===== src/rtl/fetch_unit_pkg.sv =====
// -----------------------------------------------------------------------------
// fetch_unit_pkg
// Shared definitions for the copperv instruction fetch front end: bus width,
// PC increment, fetch FSM state encoding and the instruction buffer entry.
// No ports (package).
// -----------------------------------------------------------------------------
package fetch_unit_pkg;

    localparam int bus_width = 32;

    // Byte distance between consecutive instructions (PC increment).
    localparam logic [bus_width-1:0] inst_bytes = 32'd4;

    typedef enum logic [1:0] {
        FETCH_REQ  = 2'd0,
        FETCH_WAIT = 2'd1,
        FETCH_FULL = 2'd2
    } fetch_state_t;

    typedef struct packed {
        logic [bus_width-1:0] inst;
        logic [bus_width-1:0] pc;
    } fetch_entry_t;

endpackage


===== src/rtl/fetch_unit_buffer.sv =====
// -----------------------------------------------------------------------------
// fetch_buffer
// Synchronous FIFO of {instruction, pc} pairs between the read-data bus and
// the decoder. Flush empties the FIFO and overrides push and pop on the same
// edge. Push while full is honoured only together with a pop.
//
// Ports:
//   clk, rst            clock, asynchronous active-low reset
//   push, push_inst/pc  write an entry
//   pop                 remove the head entry
//   flush               empty the FIFO
//   head_inst/pc        head entry (undefined while empty)
//   full, empty, count  occupancy
// -----------------------------------------------------------------------------
module fetch_buffer
    import fetch_unit_pkg::*;
#(
    parameter int depth = 2,
    localparam int ptr_w = $clog2(depth),
    localparam int cnt_w = $clog2(depth) + 1
) (
    input  logic                 clk,
    input  logic                 rst,
    input  logic                 push,
    input  logic [bus_width-1:0] push_inst,
    input  logic [bus_width-1:0] push_pc,
    input  logic                 pop,
    input  logic                 flush,
    output logic [bus_width-1:0] head_inst,
    output logic [bus_width-1:0] head_pc,
    output logic                 full,
    output logic                 empty,
    output logic [cnt_w-1:0]     count
);

    fetch_entry_t     mem [depth];
    logic [ptr_w-1:0] wr_ptr;
    logic [ptr_w-1:0] rd_ptr;
    logic             do_push;
    logic             do_pop;

    assign full    = (count == cnt_w'(depth));
    assign empty   = (count == '0);
    assign do_push = push && !flush && (!full || pop);
    assign do_pop  = pop && !flush && !empty;

    // NOTE: sequential state is always assigned with <= so every register
    // samples the pre-edge values, independent of statement order.
    always_ff @(posedge clk or negedge rst) begin
        if (!rst) begin
            wr_ptr <= '0;
            rd_ptr <= '0;
            count  <= '0;
        end else if (flush) begin
            wr_ptr <= '0;
            rd_ptr <= '0;
            count  <= '0;
        end else begin
            // depth is a power of two, so the pointers wrap for free.
            if (do_push) wr_ptr <= wr_ptr + ptr_w'(1);
            if (do_pop)  rd_ptr <= rd_ptr + ptr_w'(1);
            count <= count + cnt_w'(do_push) - cnt_w'(do_pop);
        end
    end

    // NOTE: storage is deliberately not reset; entries are only observable
    // once count marks them valid, so clearing them would be wasted logic.
    always_ff @(posedge clk) begin
        if (do_push) mem[wr_ptr] <= '{inst: push_inst, pc: push_pc};
    end

    assign head_inst = mem[rd_ptr].inst;
    assign head_pc   = mem[rd_ptr].pc;

endmodule


===== src/rtl/fetch_unit.sv =====
// -----------------------------------------------------------------------------
// fetch_unit
// Instruction fetch front end of the copperv core. Holds the fetch PC, issues
// one read at a time on the read-address/read-data bus, buffers returned
// words with their PC and hands them to the decoder over valid/ready.
// A redirect (pc_load) flushes the buffer and drops any in-flight response.
//
// Optional feature (macro COPPERV_FETCH_MISALIGN_EN): adds fetch_misaligned;
// a redirect to a non word-aligned target raises it and stalls requests until
// a redirect to an aligned target.
//
// Ports:
//   clk, rst                      clock, asynchronous active-low reset
//   pc_load, pc_target            redirect strobe and address
//   inst_valid/ready, inst, inst_pc   decoder handshake and head entry
//   raddr_valid/ready, raddr      read request channel
//   rdata_valid/ready, rdata      read response channel
//   fetch_misaligned              (optional) misaligned redirect flag
// -----------------------------------------------------------------------------
module fetch_unit
    import fetch_unit_pkg::*;
#(
    parameter logic [bus_width-1:0] reset_pc = '0,
    parameter int                   depth    = 2
) (
    input  logic                 clk,
    input  logic                 rst,
    input  logic                 pc_load,
    input  logic [bus_width-1:0] pc_target,
    output logic                 inst_valid,
    input  logic                 inst_ready,
    output logic [bus_width-1:0] inst,
    output logic [bus_width-1:0] inst_pc,
    output logic                 raddr_valid,
    input  logic                 raddr_ready,
    output logic [bus_width-1:0] raddr,
    input  logic                 rdata_valid,
    output logic                 rdata_ready,
    input  logic [bus_width-1:0] rdata
`ifdef COPPERV_FETCH_MISALIGN_EN
    ,
    output logic                 fetch_misaligned
`endif
);

    localparam int cnt_w = $clog2(depth) + 1;

    fetch_state_t         state;
    fetch_state_t         state_next;
    logic [bus_width-1:0] req_pc;
    logic                 discard;
    logic                 misaligned;
    logic                 target_misaligned;

    logic                 addr_hs;
    logic                 data_hs;
    logic                 pop;
    logic                 push;
    logic                 outstanding_after;
    logic [cnt_w-1:0]     count_after;

    logic [bus_width-1:0] head_inst;
    logic [bus_width-1:0] head_pc;
    logic                 buf_full;
    logic                 buf_empty;
    logic [cnt_w-1:0]     buf_count;

    assign addr_hs = raddr_valid && raddr_ready;
    assign data_hs = rdata_valid && rdata_ready;
    assign pop     = inst_valid && inst_ready;
    assign push    = data_hs && !discard;

    // A read is still in flight after this edge if one is accepted now, or if
    // we are waiting and the response does not handshake on this edge.
    assign outstanding_after = addr_hs || ((state == FETCH_WAIT) && !data_hs);

    // Buffer occupancy after this edge, ignoring a redirect flush.
    assign count_after = buf_count + cnt_w'(push) - cnt_w'(pop && !buf_empty);

`ifdef COPPERV_FETCH_MISALIGN_EN
    assign target_misaligned = (pc_target[1:0] != 2'b00);
    assign fetch_misaligned  = misaligned;
`else
    assign target_misaligned = 1'b0;
`endif

    fetch_buffer #(.depth(depth)) u_buffer (
        .clk       (clk),
        .rst       (rst),
        .push      (push),
        .push_inst (rdata),
        .push_pc   (req_pc),
        .pop       (pop),
        .flush     (pc_load),
        .head_inst (head_inst),
        .head_pc   (head_pc),
        .full      (buf_full),
        .empty     (buf_empty),
        .count     (buf_count)
    );

    // State register.
    always_ff @(posedge clk or negedge rst) begin
        if (!rst) state <= FETCH_REQ;
        else      state <= state_next;
    end

    // Next-state logic.
    // NOTE: every always_comb output gets a default first, so no path can
    // leave it unassigned and infer a latch.
    always_comb begin
        state_next = state;
        case (state)
            FETCH_REQ:  if (addr_hs) state_next = FETCH_WAIT;
            FETCH_WAIT: if (data_hs)
                            state_next = (count_after < cnt_w'(depth)) ? FETCH_REQ : FETCH_FULL;
            FETCH_FULL: if (pop) state_next = FETCH_REQ;
            default:    state_next = FETCH_REQ;
        endcase
        // A redirect flushes the buffer, so only an in-flight read keeps us waiting.
        if (pc_load) state_next = outstanding_after ? FETCH_WAIT : FETCH_REQ;
    end

    // Output logic. rst gates raddr_valid so no request is offered while held
    // in reset, even though the state register already sits in FETCH_REQ.
    always_comb begin
        raddr_valid = 1'b0;
        rdata_ready = 1'b0;
        case (state)
            FETCH_REQ:  raddr_valid = rst && !buf_full && !misaligned;
            FETCH_WAIT: rdata_ready = 1'b1;
            default:    ;
        endcase
        inst_valid = !buf_empty;
        inst       = buf_empty ? '0 : head_inst;
        inst_pc    = buf_empty ? '0 : head_pc;
    end

    // Fetch PC, request PC and discard tracking.
    always_ff @(posedge clk or negedge rst) begin
        if (!rst) begin
            raddr      <= reset_pc;
            req_pc     <= '0;
            discard    <= 1'b0;
            misaligned <= 1'b0;
        end else begin
            if (addr_hs) req_pc <= raddr;
            if (pc_load) begin
                raddr      <= pc_target;
                // Stays set across back-to-back redirects until the single
                // outstanding response has been consumed.
                discard    <= outstanding_after;
                misaligned <= target_misaligned;
            end else begin
                if (addr_hs) raddr <= raddr + inst_bytes;
                if (data_hs) discard <= 1'b0;
            end
        end
    end

endmodule


===== config.mk =====
export PLATFORM = sky130hd
export DESIGN_NAME = fetch_unit
export DESIGN_NICKNAME = d
export VERILOG_FILES = /design/src/rtl/fetch_unit_pkg.sv /design/src/rtl/fetch_unit_buffer.sv /design/src/rtl/fetch_unit.sv
export SDC_FILE = /design/constraint.sdc
export NUM_CORES = 1
export LEC_CHECK = 0
export CAP_MARGIN = 30
export CORE_ASPECT_RATIO = 1.2
export CORE_MARGIN = 8
export CORE_UTILIZATION = 37
export DETAILED_ROUTE_END_ITERATION = 16
export DONT_BUFFER_PORTS = 1
export PLACE_DENSITY_LB_ADDON = 0.15
export REMOVE_ABC_BUFFERS = 1
export SYNTH_ARGS = -nofsm -noshare
export SYNTH_HDL_FRONTEND = slang
export SYNTH_SLANG_ARGS = --single-unit
export TNS_END_PERCENT = 30

===== constraint.sdc =====
create_clock -name clk -period 6.3 [get_ports clk]
set_clock_uncertainty 0.05 [all_clocks]
set_input_delay 0.63 -clock clk [delete_from_list [all_inputs] [get_ports clk]]
set_output_delay 0.63 -clock clk [all_outputs]
set_load 0.02 [all_outputs]

==> impl_metrics.env <==
export IMPL_outcome="finished clean"
export IMPL_overflow=0
export IMPL_dp_hpwl_um=11940
export IMPL_layout_commonest_cell="edfxtp_1"
export IMPL_fillers=1982
export IMPL_r2r_slack_ns=3.55
export IMPL_final_antenna_net_count=0
export IMPL_synth_top_area_frac=0.4681
export IMPL_setup_viol=0
export IMPL_pwr_share_seq=0.553
export IMPL_intPower_uw=2211
export IMPL_preCtsSetupSlack_ns=3.506
export IMPL_grt_pass1_vias=4699
export IMPL_grt_util_all_layers=0.1363
export IMPL_peakVddDrop_mv=0.2017
export IMPL_worstHoldPathType="in2async"
export IMPL_post_synth_num_cell_types=40
export IMPL_powerDensity_nw_per_um2=327.3
export IMPL_maxSlewHeadroom=0.3877
export IMPL_wl_um=18390
export IMPL_worst_slack_ns=3.477
export IMPL_coreArea_um2=21780
export IMPL_switching_share=0.2629
export IMPL_worst_pin_slew_ns=0.9185
export IMPL_cts_sinks=199
export IMPL_drive_above_1_share=0.1371
export IMPL_maxCapViolCount=0
export IMPL_cts_root_buf="clkbuf_16"
export IMPL_wl_per_cell_um=21.09
export IMPL_diodes=0
export IMPL_nNetsFinal=659
export IMPL_cp_max_fo=49
export IMPL_grt_antenna_before_repair=0
export IMPL_rsz0062_at_grt="no"
export IMPL_fp_row_count=59
export IMPL_whs_ns=0.03718
export IMPL_grt_pass1_wl_um=28280
export IMPL_endpoint_kind="primary output"
export IMPL_dieHeight_um=179.2
export IMPL_cts_tree="yes"
export IMPL_maxSlewViolCount=0
export IMPL_cts_resized=0
export IMPL_synth_cells=586
export IMPL_start_util=0.3770
export IMPL_ys_seq_area_frac=0.6845
export IMPL_dp_cells=837
export IMPL_leakage_uw=0.003203
export IMPL_htreeDepth=4
export IMPL_final_cell_mix="edfxtp_1 (128), nor2_1 (74), dfrtp_1 (70), mux2i_1 (65), nand2_1 (42)"
export IMPL_clk_pin_slew_ns=0.07
export IMPL_yosysWarningCount=0
export IMPL_p_clk_frac=0.347
export IMPL_vias=4418
export IMPL_max_freq_mhz=354.2
export IMPL_synth_area_top_cells="edfxtp_1 (47%), dfrtp_1 (22%), mux2i_1 (7.9%)"
export IMPL_stdcell_count=872
export IMPL_cts_buffers=17
export IMPL_post_drt_via_cell_ratio=5.067
export IMPL_synth_avg_cell_area_um2=14.01
export IMPL_synth_top_area_cell="edfxtp_1"
export IMPL_drc=0
export IMPL_cp_slowest_cell="dfrtp_4"
export IMPL_p_sw_uw=788.8
export IMPL_finalCritPeriodShare=0.4482
export IMPL_crit_chain="buf_4 -> buf_16 -> mux2i_1 -> nor2_1"
export IMPL_synthArstFlopShare=0.3568
export IMPL_die_area_um2=27230
export IMPL_critPathRequiredTime_ns=5.62
export IMPL_crit_type="reg2out"
export IMPL_hold_viol=0
export IMPL_clkLatencyLatePin_ns=0.42
export IMPL_fin_tns_setup_ns=0
export IMPL_ios=169
export IMPL_synth_ff_type="edfxtp_1"
export IMPL_first_pass_iters=4
export IMPL_die_x_um=152.0
export IMPL_syn_area_um2=8210
export IMPL_numPortBuffers=0
export IMPL_ctsLongestPathBuffers=2
export IMPL_cp_arrival_ns=2.14
export IMPL_drtIter0Drc=219
export IMPL_critPathLaunchType="flop"
export IMPL_synth_edff_count=128
export IMPL_areaGrowthSynthToFinish_pct=11.64
export IMPL_finalPower_uw=3000
export IMPL_place_gp_congestion=0.7301
export IMPL_grt_max_degree=74
export IMPL_slowest_delay_ns=0.53
export IMPL_finalCriticalPeriod_ns=2.823
export IMPL_ys_ff_latch=199
export IMPL_p_comb_frac=0.099
cell families (layout without fill, tap and decap cells):
logic type                 count (synthesis)  after routing  synth area share
and+or+nand+nor                          179            179            0.1084
AOI/OAI and AO/OA                         38             38           0.02636
adders and majority gates                  4              4          0.006096
xor gates and xnor gates                  30             30           0.03200
DFF                                      199            199            0.6845
muxes                                     97             97            0.1231
buffers and inverters                     39             51           0.01951
area by class of cell:
class	instances	area, µm²	share of cell area
Sequential cell	199	5624	0.6136
Multi-Input combinational cell	348	2450	0.2673
Clock buffer	17	425.4	0.04641
Tap cell	274	342.8	0.03740
Clock inverter	15	146.4	0.01597
Timing Repair Buffer	9	140.1	0.01529
Inverter	10	37.54	0.004095
per-layer routing:
| metal | GRT usage | up-vias | part of all wire |
|---|---|---|---|
| met5 | 0 | - | 0 |
| met3 | 0.06655 | 10 | 0.093 |
| li1 | - | 2106 | - |
| met1 | 0.1510 | 2179 | 0.41 |
| met4 | 0.03503 | 0 | 0.0077 |
| met2 | 0.2322 | 123 | 0.49 |
metrics by stage:
| step | area [µm²] | util |
|---|---|---|
| after floorplan | 8088 | - |
| after global placement | 8492 | 0.3899 |
| after detailed placement | 8519 | 0.3912 |
| after CTS | 9119 | 0.4187 |
| after global routing | 9166 | 0.4209 |
| final | 9166 | 0.4209 |
power by group through the flow:
stage          clock network [µW]  registers (µW)  logic [µW]
2_1_floorplan                   0            1660         231
3_3_place_gp                    0            1680         284
3_5_place_dp                    0            1690         293
4_1_cts                      1080            1660         305
5_1_grt                      1130            1680         332
6_report                     1040            1660         298
registers in the layout (all words and copies together) (netlist names):
signal	count
state	2
u_buffer.mem	128
discard	1
u_buffer.count	2
u_buffer.rd_ptr	1
raddr	32
u_buffer.wr_ptr	1
req_pc	32
worst max-delay path, delay by kind of cell (launching register included):
family / cells / cell delay, ns
mux: 1 / 0.13
simple gates: 1 / 0.43
flops: 1 / 0.53
buf+inv: 2 / 0.60
cell usage after synthesis, drive strengths merged (7+ instances only):
library cell	instances
inv	10
o21ai	29
mux2i	65
xnor2	8
nor2b	7
nor3	7
nor2	75
mux2	32
xor2	22
nand4	19
edfxtp	128
nand3	11
clkbuf	12
buf	17
nand2	43
dfrtp	71
repair_timing:
item,4_1_cts,5_1_grt
hold endpoints to repair,71,0
hold buffers,1,0
setup buffers,0,0
path summary, 6_finish.rpt:
path	start	to	depth (start not counted)
max in group asynchronous	rst	u_buffer.rd_ptr$_DFFE_PN0P_	1
min	rst	req_pc[28]$_DFFE_PN0P_	1
min in group clk	pc_load	u_buffer.wr_ptr$_DFFE_PN0P_	1
min reg2reg	req_pc[11]$_DFFE_PN0P_	u_buffer.mem[1][11]$_DFFE_PP_	0
max	u_buffer.rd_ptr$_DFFE_PN0P_	inst_pc[12]	4
max reg2reg	state[1]$_DFFE_PN0P_	u_buffer.mem[0][53]$_DFFE_PP_	7
(Power assumes the default switching activity.)
